$ cat src/rtl/bus_arbiter_mux.sv
// Round-robin bus arbiter with registered one-hot grant, tri-state enables and owner data mux.
// Optional ownership time limit enabled with macro BUS_TIMEOUT_EN.
module bus_arbiter_mux #(
    parameter int WIDTH    = 8,
    parameter int CHANNELS = 4,
    parameter int TIMEOUT  = 16
) (
    input  logic                      clk,
    input  logic                      rst_n,
    input  logic [CHANNELS-1:0]       req,
    input  logic [CHANNELS*WIDTH-1:0] data_in,
    output logic [CHANNELS-1:0]       gnt,
    output logic [CHANNELS-1:0]       bus_en,
    output logic [WIDTH-1:0]          data_out,
    output logic                      valid,
    output logic                      timeout
);

    localparam int PTR_W = $clog2(CHANNELS);

    typedef enum logic [1:0] {
        IDLE       = 2'd0,
        GRANT      = 2'd1,
        TURNAROUND = 2'd2
    } state_t;

    state_t                state_r, state_nx;
    logic [PTR_W-1:0]      owner_r, owner_nx;
    logic [PTR_W-1:0]      rr_ptr_r, rr_ptr_nx;
    logic [CHANNELS-1:0]   gnt_r, gnt_nx;
    logic [WIDTH-1:0]      data_out_r, data_out_nx;
    logic                  valid_r, valid_nx;
    logic                  timeout_r, timeout_nx;
    logic [PTR_W-1:0]      pick_s;
    logic [PTR_W-1:0]      rr_next_s;
    logic [CHANNELS-1:0]   pick_onehot_s;
    logic                  expire_s;

    // First requester at or above ptr, wrapping past the top channel.
    function automatic logic [PTR_W-1:0] rr_pick(input logic [CHANNELS-1:0] r,
                                                 input logic [PTR_W-1:0]    ptr);
        logic [PTR_W:0] idx;
        logic           found;
        found   = 1'b0;
        rr_pick = '0;
        for (int i = 0; i < CHANNELS; i++) begin
            idx = {1'b0, ptr} + (PTR_W+1)'(i);
            if (idx >= (PTR_W+1)'(CHANNELS)) begin
                idx = idx - (PTR_W+1)'(CHANNELS);
            end else begin
                idx = idx;
            end
            if (!found && r[idx[PTR_W-1:0]]) begin
                found   = 1'b1;
                rr_pick = idx[PTR_W-1:0];
            end else begin
                found = found;
            end
        end
    endfunction

    assign pick_s    = rr_pick(req, rr_ptr_r);
    assign rr_next_s = (owner_r == PTR_W'(CHANNELS-1)) ? '0 : owner_r + 1'b1;

    // One-hot decode of the arbitration winner.
    always_comb begin
        pick_onehot_s         = '0;
        pick_onehot_s[pick_s] = 1'b1;
    end

`ifdef BUS_TIMEOUT_EN
    logic [7:0] cnt_r, cnt_nx;

    assign expire_s = (cnt_r == 8'(TIMEOUT-1));

    // Ownership age: zero on every entry to GRANT, counts while owned.
    always_comb begin
        if (state_r == GRANT) begin
            cnt_nx = cnt_r + 8'd1;
        end else begin
            cnt_nx = 8'd0;
        end
    end

    // Ownership age register.
    always_ff @(posedge clk or negedge rst_n) begin
        if (!rst_n) begin
            cnt_r <= 8'd0;
        end else begin
            cnt_r <= cnt_nx;
        end
    end
`else
    // Ownership is unlimited; TIMEOUT is at least 2, so this is constant 0.
    assign expire_s = (TIMEOUT == 0);
`endif

    // Next-state and registered-output logic.
    always_comb begin
        state_nx    = state_r;
        owner_nx    = owner_r;
        rr_ptr_nx   = rr_ptr_r;
        gnt_nx      = gnt_r;
        data_out_nx = data_out_r;
        valid_nx    = valid_r;
        timeout_nx  = 1'b0;
        case (state_r)
            IDLE, TURNAROUND: begin
                data_out_nx = '0;
                valid_nx    = 1'b0;
                if (|req) begin
                    state_nx = GRANT;
                    owner_nx = pick_s;
                    gnt_nx   = pick_onehot_s;
                end else begin
                    state_nx = IDLE;
                    gnt_nx   = '0;
                end
            end
            GRANT: begin
                if (!req[owner_r] || expire_s) begin
                    state_nx    = TURNAROUND;
                    rr_ptr_nx   = rr_next_s;
                    gnt_nx      = '0;
                    data_out_nx = '0;
                    valid_nx    = 1'b0;
                    timeout_nx  = expire_s & req[owner_r];
                end else begin
                    data_out_nx = data_in[int'(owner_r)*WIDTH +: WIDTH];
                    valid_nx    = 1'b1;
                end
            end
            default: begin
                state_nx    = IDLE;
                owner_nx    = '0;
                rr_ptr_nx   = '0;
                gnt_nx      = '0;
                data_out_nx = '0;
                valid_nx    = 1'b0;
            end
        endcase
    end

    // State and output registers; reset drops ownership immediately.
    always_ff @(posedge clk or negedge rst_n) begin
        if (!rst_n) begin
            state_r    <= IDLE;
            owner_r    <= '0;
            rr_ptr_r   <= '0;
            gnt_r      <= '0;
            data_out_r <= '0;
            valid_r    <= 1'b0;
            timeout_r  <= 1'b0;
        end else begin
            state_r    <= state_nx;
            owner_r    <= owner_nx;
            rr_ptr_r   <= rr_ptr_nx;
            gnt_r      <= gnt_nx;
            data_out_r <= data_out_nx;
            valid_r    <= valid_nx;
            timeout_r  <= timeout_nx;
        end
    end

    assign gnt      = gnt_r;
    assign bus_en   = gnt_r;
    assign data_out = data_out_r;
    assign valid    = valid_r;
    assign timeout  = timeout_r;

endmodule

$ cat config.mk
export PLATFORM = sky130hd
export DESIGN_NAME = bus_arbiter_mux
export DESIGN_NICKNAME = d
export VERILOG_FILES = /design/src/rtl/bus_arbiter_mux.sv
export SDC_FILE = /design/constraint.sdc
export NUM_CORES = 1
export LEC_CHECK = 0
export CAP_MARGIN = 10
export CORE_MARGIN = 8
export CORE_UTILIZATION = 42
export CTS_CLUSTER_SIZE = 16
export DETAILED_ROUTE_END_ITERATION = 6
export PLACE_DENSITY_LB_ADDON = 0.05
export SYNTH_ARGS = -nofsm -noshare
export SYNTH_HDL_FRONTEND = slang
export SYNTH_SLANG_ARGS = --single-unit
export TNS_END_PERCENT = 5
$ cat constraint.sdc
create_clock -name clk -period 3.9 [get_ports clk]
set_input_delay 0.39 -clock clk [delete_from_list [all_inputs] [get_ports clk]]
set_output_delay 0.39 -clock clk [all_outputs]
set_load 0.01 [all_outputs]
* Word level (Yosys, flattened, before mapping) *
Cells that the tools add are included.

operators by class
  add/subtract/negate cells = 8
  magnitude comparators = 11
  eq/ne operators = 5
  shift operators = 1
  muxes and demuxes = 38
  bitwise logic cells = 2
  reduce and logical (&&, ||, !) cells = 12

operator list
  cell                 count
  $shiftx 32x6->8      1
  $mux 2               12
  $lt 2x3->1 const B   6
  $mux 8               2
  $mux 1               12
  $pmux 2 s2           3
  $bmux 1 s2           5
  $ge 3x3->1 const B   3
  $mux 4               2
  $pmux 4 s2           1
  $sub 2x1->2 const B  4
  $add 2x2->3 const B  2
  $eq 2x2->1 const B   2
  $logic_and 1x1->1    4
  $ne 2x2->1 const B   2
  $reduce_and 2->1     2
  $reduce_or 4->1      1
  $add 2x1->3 const B  1
  $ge 2x3->1 const B   1
  $logic_not 1->1      3
  $add 2x1->2 const B  1
  $demux 1 s2          1
  $eq 2x1->1 const B   1
  $ge 2x1->1 const B   1
  3 further kinds      4

storage, ports and cells
  register bits after elaboration = 19
  output and inout port bits = 18
  logic and storage cells = 83

* Logic depth before layout (Yosys ltp) *
  depth after elaboration = 20
  mapped depth = 6
  gate-level depth less buffers = 5

* Worst setup path after synthesis *
No wires, ideal clock.

  path kind = flip-flop to flip-flop
  start point = register owner_r[0]
  end point = register gnt_r[0] (netlist: bus_en[0])
  arrival = 1.298 ns
  data required time = 3.768 ns
  path slack = 2.470 ns
  cell stages (with the launch flop) = 6
  buffers on the path = 1
  clock period less this slack = 1.430 ns
  cells stage by stage = dfrtp_1 mux4_2 nor2b_4 buf_8 nand2_2 o41ai_2

on the way
  longest elaborated chain between the ends = 3

ends and longest elaborated chain
  element                       RTL line  text
  start, declared               28        logic [PTR_W-1:0] owner_r, owner_nx;
  start signal, assigned        156       owner_r <= owner_nx;
  $bmux 1 s2                    --
  $mux 1 (not written as such)  121       if (!req[owner_r] || expire_s) begin
  $ne 2x2->1 (no line)          --
  end signal, assigned          158       gnt_r <= gnt_nx;
  end, declared                 30        logic [CHANNELS-1:0] gnt_r, gnt_nx;

No other way between the ends. The select of a mux whose other input is x is not followed.
A chain may end at the register's enable or synchronous reset.

* Worst setup path in the final report *
  start point = register owner_r[0]
  end point = register state_r[0]

on the way
  longest elaborated chain between the ends = 3

ends and longest elaborated chain
  element                       RTL line  text
  $bmux 1 s2                    --
  $mux 1 (not written as such)  121
  $ne 2x2->1 (no line)          --
  end signal, assigned          155       state_r <= state_nx;
  end, declared                 27        state_t state_r, state_nx;

No other way between the ends. The select of a mux whose other input is x is not followed.

==> flow_summary.toml <==
[cts]
holdBufCountCts = 0
maximum_clock_insertion_buffer_count = 2
cts_setup_buffers = 0
clock_root_buffer_master = "sky130_fd_sc_hd__clkbuf_4"
clock_sinks = 19
cts_htree_levels = 1
cts_inserted_buffers = 3
cts_resized = 0
cts.reportedPaths.clkPinSlew_ns = 0.11
tritoncts = "built"
clkLatencyLatePin_ns = 0.29

[synth]
cell_types_occupying_the_most_area_after_synthesis = "sky130_fd_sc_hd__dfrtp_1 (44%), sky130_fd_sc_hd__mux4_2 (19%), sky130_fd_sc_hd__and2_4 (5.6%)"
synth_largest_area_cell = "sky130_fd_sc_hd__dfrtp_1"
synth-edff-count = 0
netlist_area_mm2 = 0.00109
synth_top_cells_by_count = "sky130_fd_sc_hd__dfrtp_1 (19), sky130_fd_sc_hd__mux4_2 (9), sky130_fd_sc_hd__and2_4 (7)"
yosys_register_bits = 19
synth_top_flop_cell = "sky130_fd_sc_hd__dfrtp_1"
syn_avg_cell_area_um2 = 13.2
synth.yosys.warnings = 0
synth_top_cell_area_share_pct = 43.5
synthArstFlopShare_pct = 100
yosys.cell_count.top_type = "sky130_fd_sc_hd__dfrtp_1"
synth.net_count = 122
synth_sequential_area_ratio_pct = 43.5
synth.lib_cells_used.distinct = 32
synthesis.instances = 83

[worst_setup_path]
startpoint_type = "flip-flop"
crit_family = "flip-flops"
end_kind = "flip-flop"
path_buf_inv = 0
timing.critical_path.required_ns = 4.09
largest_incremental_delay_on_the_critical_path_ns = 0.76
worstPathMaxFanout = 14
crit_type = "reg -> reg"
worstPathCellList = "mux4_2 -> nor2b_4 -> or2_1"
cp_data_arrival_time_ns = 2.14
critical-path-slowest-cell = "sky130_fd_sc_hd__dfrtp_1"

[global_route]
grt_pass1_vias = 960
grt_pass1_wl_mm = 4.57
grt_max_degree = 20
grtUsageTotal_pct = 13.3
grt_overflow = 0
antenna_found_initial = 0

[power_and_ir_drop]
leakage_nw = 0.660
power_density_mw_per_mm2 = 599
ir_drop_mv = 0.398

[sta]
final_period_minus_worst_setup_slack_ns = 1.94
timing.final.max_slew_violations = 0
worst_hold_margin_ns = 0.493
max_freq_ghz = 0.514
final_worst_clock_skew_ns = 0.00149
timing.setup.tns_ns = 0
final_min_period_over_clock_period_pct = 49.9
worst_pin_slew_ns = 0.837
rsz0062_at_grt = "no"
timing.max_slew.rel_slack_pct = 44.0
final-hold-violation-count = 0
setup_viol_count_final = 0

[drt]
drt_first_pass_iters = 4
drt-wirelength-per-cell_um = 17.4
drc = 0
drt-total-wl_mm = 2.81
detailroute.via_count = 880
detail-route-antenna-nets = 0
route.detailed.vias_per_inst = 5.47
first_iter_violations = 28

[floorplan]
die_h_um = 67.0
fp.dieW_um = 67.0
core_area_mm2 = 0.00248
die_area_mm2 = 0.00449
floorplan.initialDensity_pct = 44.1
rows = 18
pin_count = 56

[cells_and_area]
ant_diodes = 0
fillers = 215
area_of_combinational_cells_with_multiple_inputs_um2 = 534
areaGrowthSynthToFinish_pct = 48.9
area.sequential_um2 = 475
drive_above_1_share_pct = 20.6
finalNetCount = 171

[place]
dp.final_hpwl_mm = 2.32
gp_congestion = 0.801
numPortBuffers = 54

[min_path]
holdCritPathClass = "reg -> reg"

[job]
maxCapViolations = 0

[outcome]
status = "complete, no violations"
logic make-up (layout without fill, tap and decap cells):
family          count (synthesis)  in the layout  synth area share, %
compound gates                 19             19                 14.2
fa+ha+maj                       1              1                 1.15
buf+inv                        13             61                 7.56
flops                          19             19                 43.5
mux                            11             11                 20.4
other cells                     1              1                0.343
simple gates                   19             19                 12.8
routing by layer:
layer / global-route usage, % / share of wire, % / vias to the layer above
li1: - / - / 403
met1: 14.0 / 36 / 450
met2: 24.1 / 55 / 25
met3: 5.03 / 7.9 / 2
met4: 3.13 / 0.53 / 0
met5: 0 / 0 / -
cell usage in the layout, fill, tap and decap left out, types with 2 or more instances in the layout:
master                            Yosys  layout
sky130_fd_sc_hd__o22ai_1              3       3
sky130_fd_sc_hd__a22o_1               2       2
sky130_fd_sc_hd__nor2_1               4       4
sky130_fd_sc_hd__nand2_2              2       2
sky130_fd_sc_hd__a21oi_1              3       3
sky130_fd_sc_hd__clkbuf_4             0       3
sky130_fd_sc_hd__mux2i_1              2       2
sky130_fd_sc_hd__dfrtp_1             19      19
sky130_fd_sc_hd__a32o_1               2       2
sky130_fd_sc_hd__clkdlybuf4s50_1      0      54
sky130_fd_sc_hd__inv_1                3       3
sky130_fd_sc_hd__mux4_2               9       9
sky130_fd_sc_hd__and2_4               7       7
path summary, 6_finish.rpt:
check / start / to / slack (ns) / cells past startpoint
min in group asynchronous: rst_n / data_out[0] / 0.56 / 1
worst max register to register: owner_r[0] / state_r[0] / 1.96 / 3
worst min register to register: state_r[1] / rr_ptr_r[1] / 0.49 / 1
worst max-delay path: owner_r[0] / state_r[0] / 1.96 / 3
max in group asynchronous: rst_n / data_out[2] / 2.82 / 1
worst min-delay path: state_r[1] / rr_ptr_r[1] / 0.49 / 1
worst register-to-register path: stages (launching register included):
cell                      delay [ns]
sky130_fd_sc_hd__dfrtp_1        0.76
sky130_fd_sc_hd__mux4_2         0.65
sky130_fd_sc_hd__nor2b_4        0.21
sky130_fd_sc_hd__or2_1          0.23
final cells by class:
class                   count  area share [%]
multi-input cells          51            32.8
clock buffers               3            1.38
repair buffers             54            33.2
inverters                   3           0.692
clock inverters             1           0.308
well taps                  30            2.31
flip-flops and latches     19            29.2
metrics by stage:
| stage | power, mW | area [µm²] | worst slack (ns) | util [%] | cells |
|---|---|---|---|---|---|
| 2_1_floorplan | 0.697 | 1090 | 2.47 | - | 83 |
| 4_1_cts | 0.985 | 1630 | 1.91 | 65.7 | 161 |
| 6_report | 0.974 | 1630 | 1.96 | 65.7 | 161 |
| 3_5_place_dp | 0.887 | 1600 | 1.85 | 64.5 | 157 |
| 3_3_place_gp | 0.872 | 1600 | 1.89 | 64.5 | 157 |
| 5_1_grt | 1.05 | 1630 | 1.80 | 65.7 | 161 |
flip-flops by register name, indices dropped and copies added, names as in the netlist:
| signal | count |
|---|---|
| rr_ptr_r | 2 |
| state_r | 2 |
| data_out | 8 |
| owner_r | 2 |
| bus_en | 4 |
| valid | 1 |
power breakdown:
part | switching [mW] | leakage (nW) | internal (mW)
combinational | 0.189 | 0.392 | 0.315
sequential | 0.0971 | 0.250 | 0.272
clock | 0.0631 | 0.0177 | 0.0381
Power figures use the tool's default switching activity.
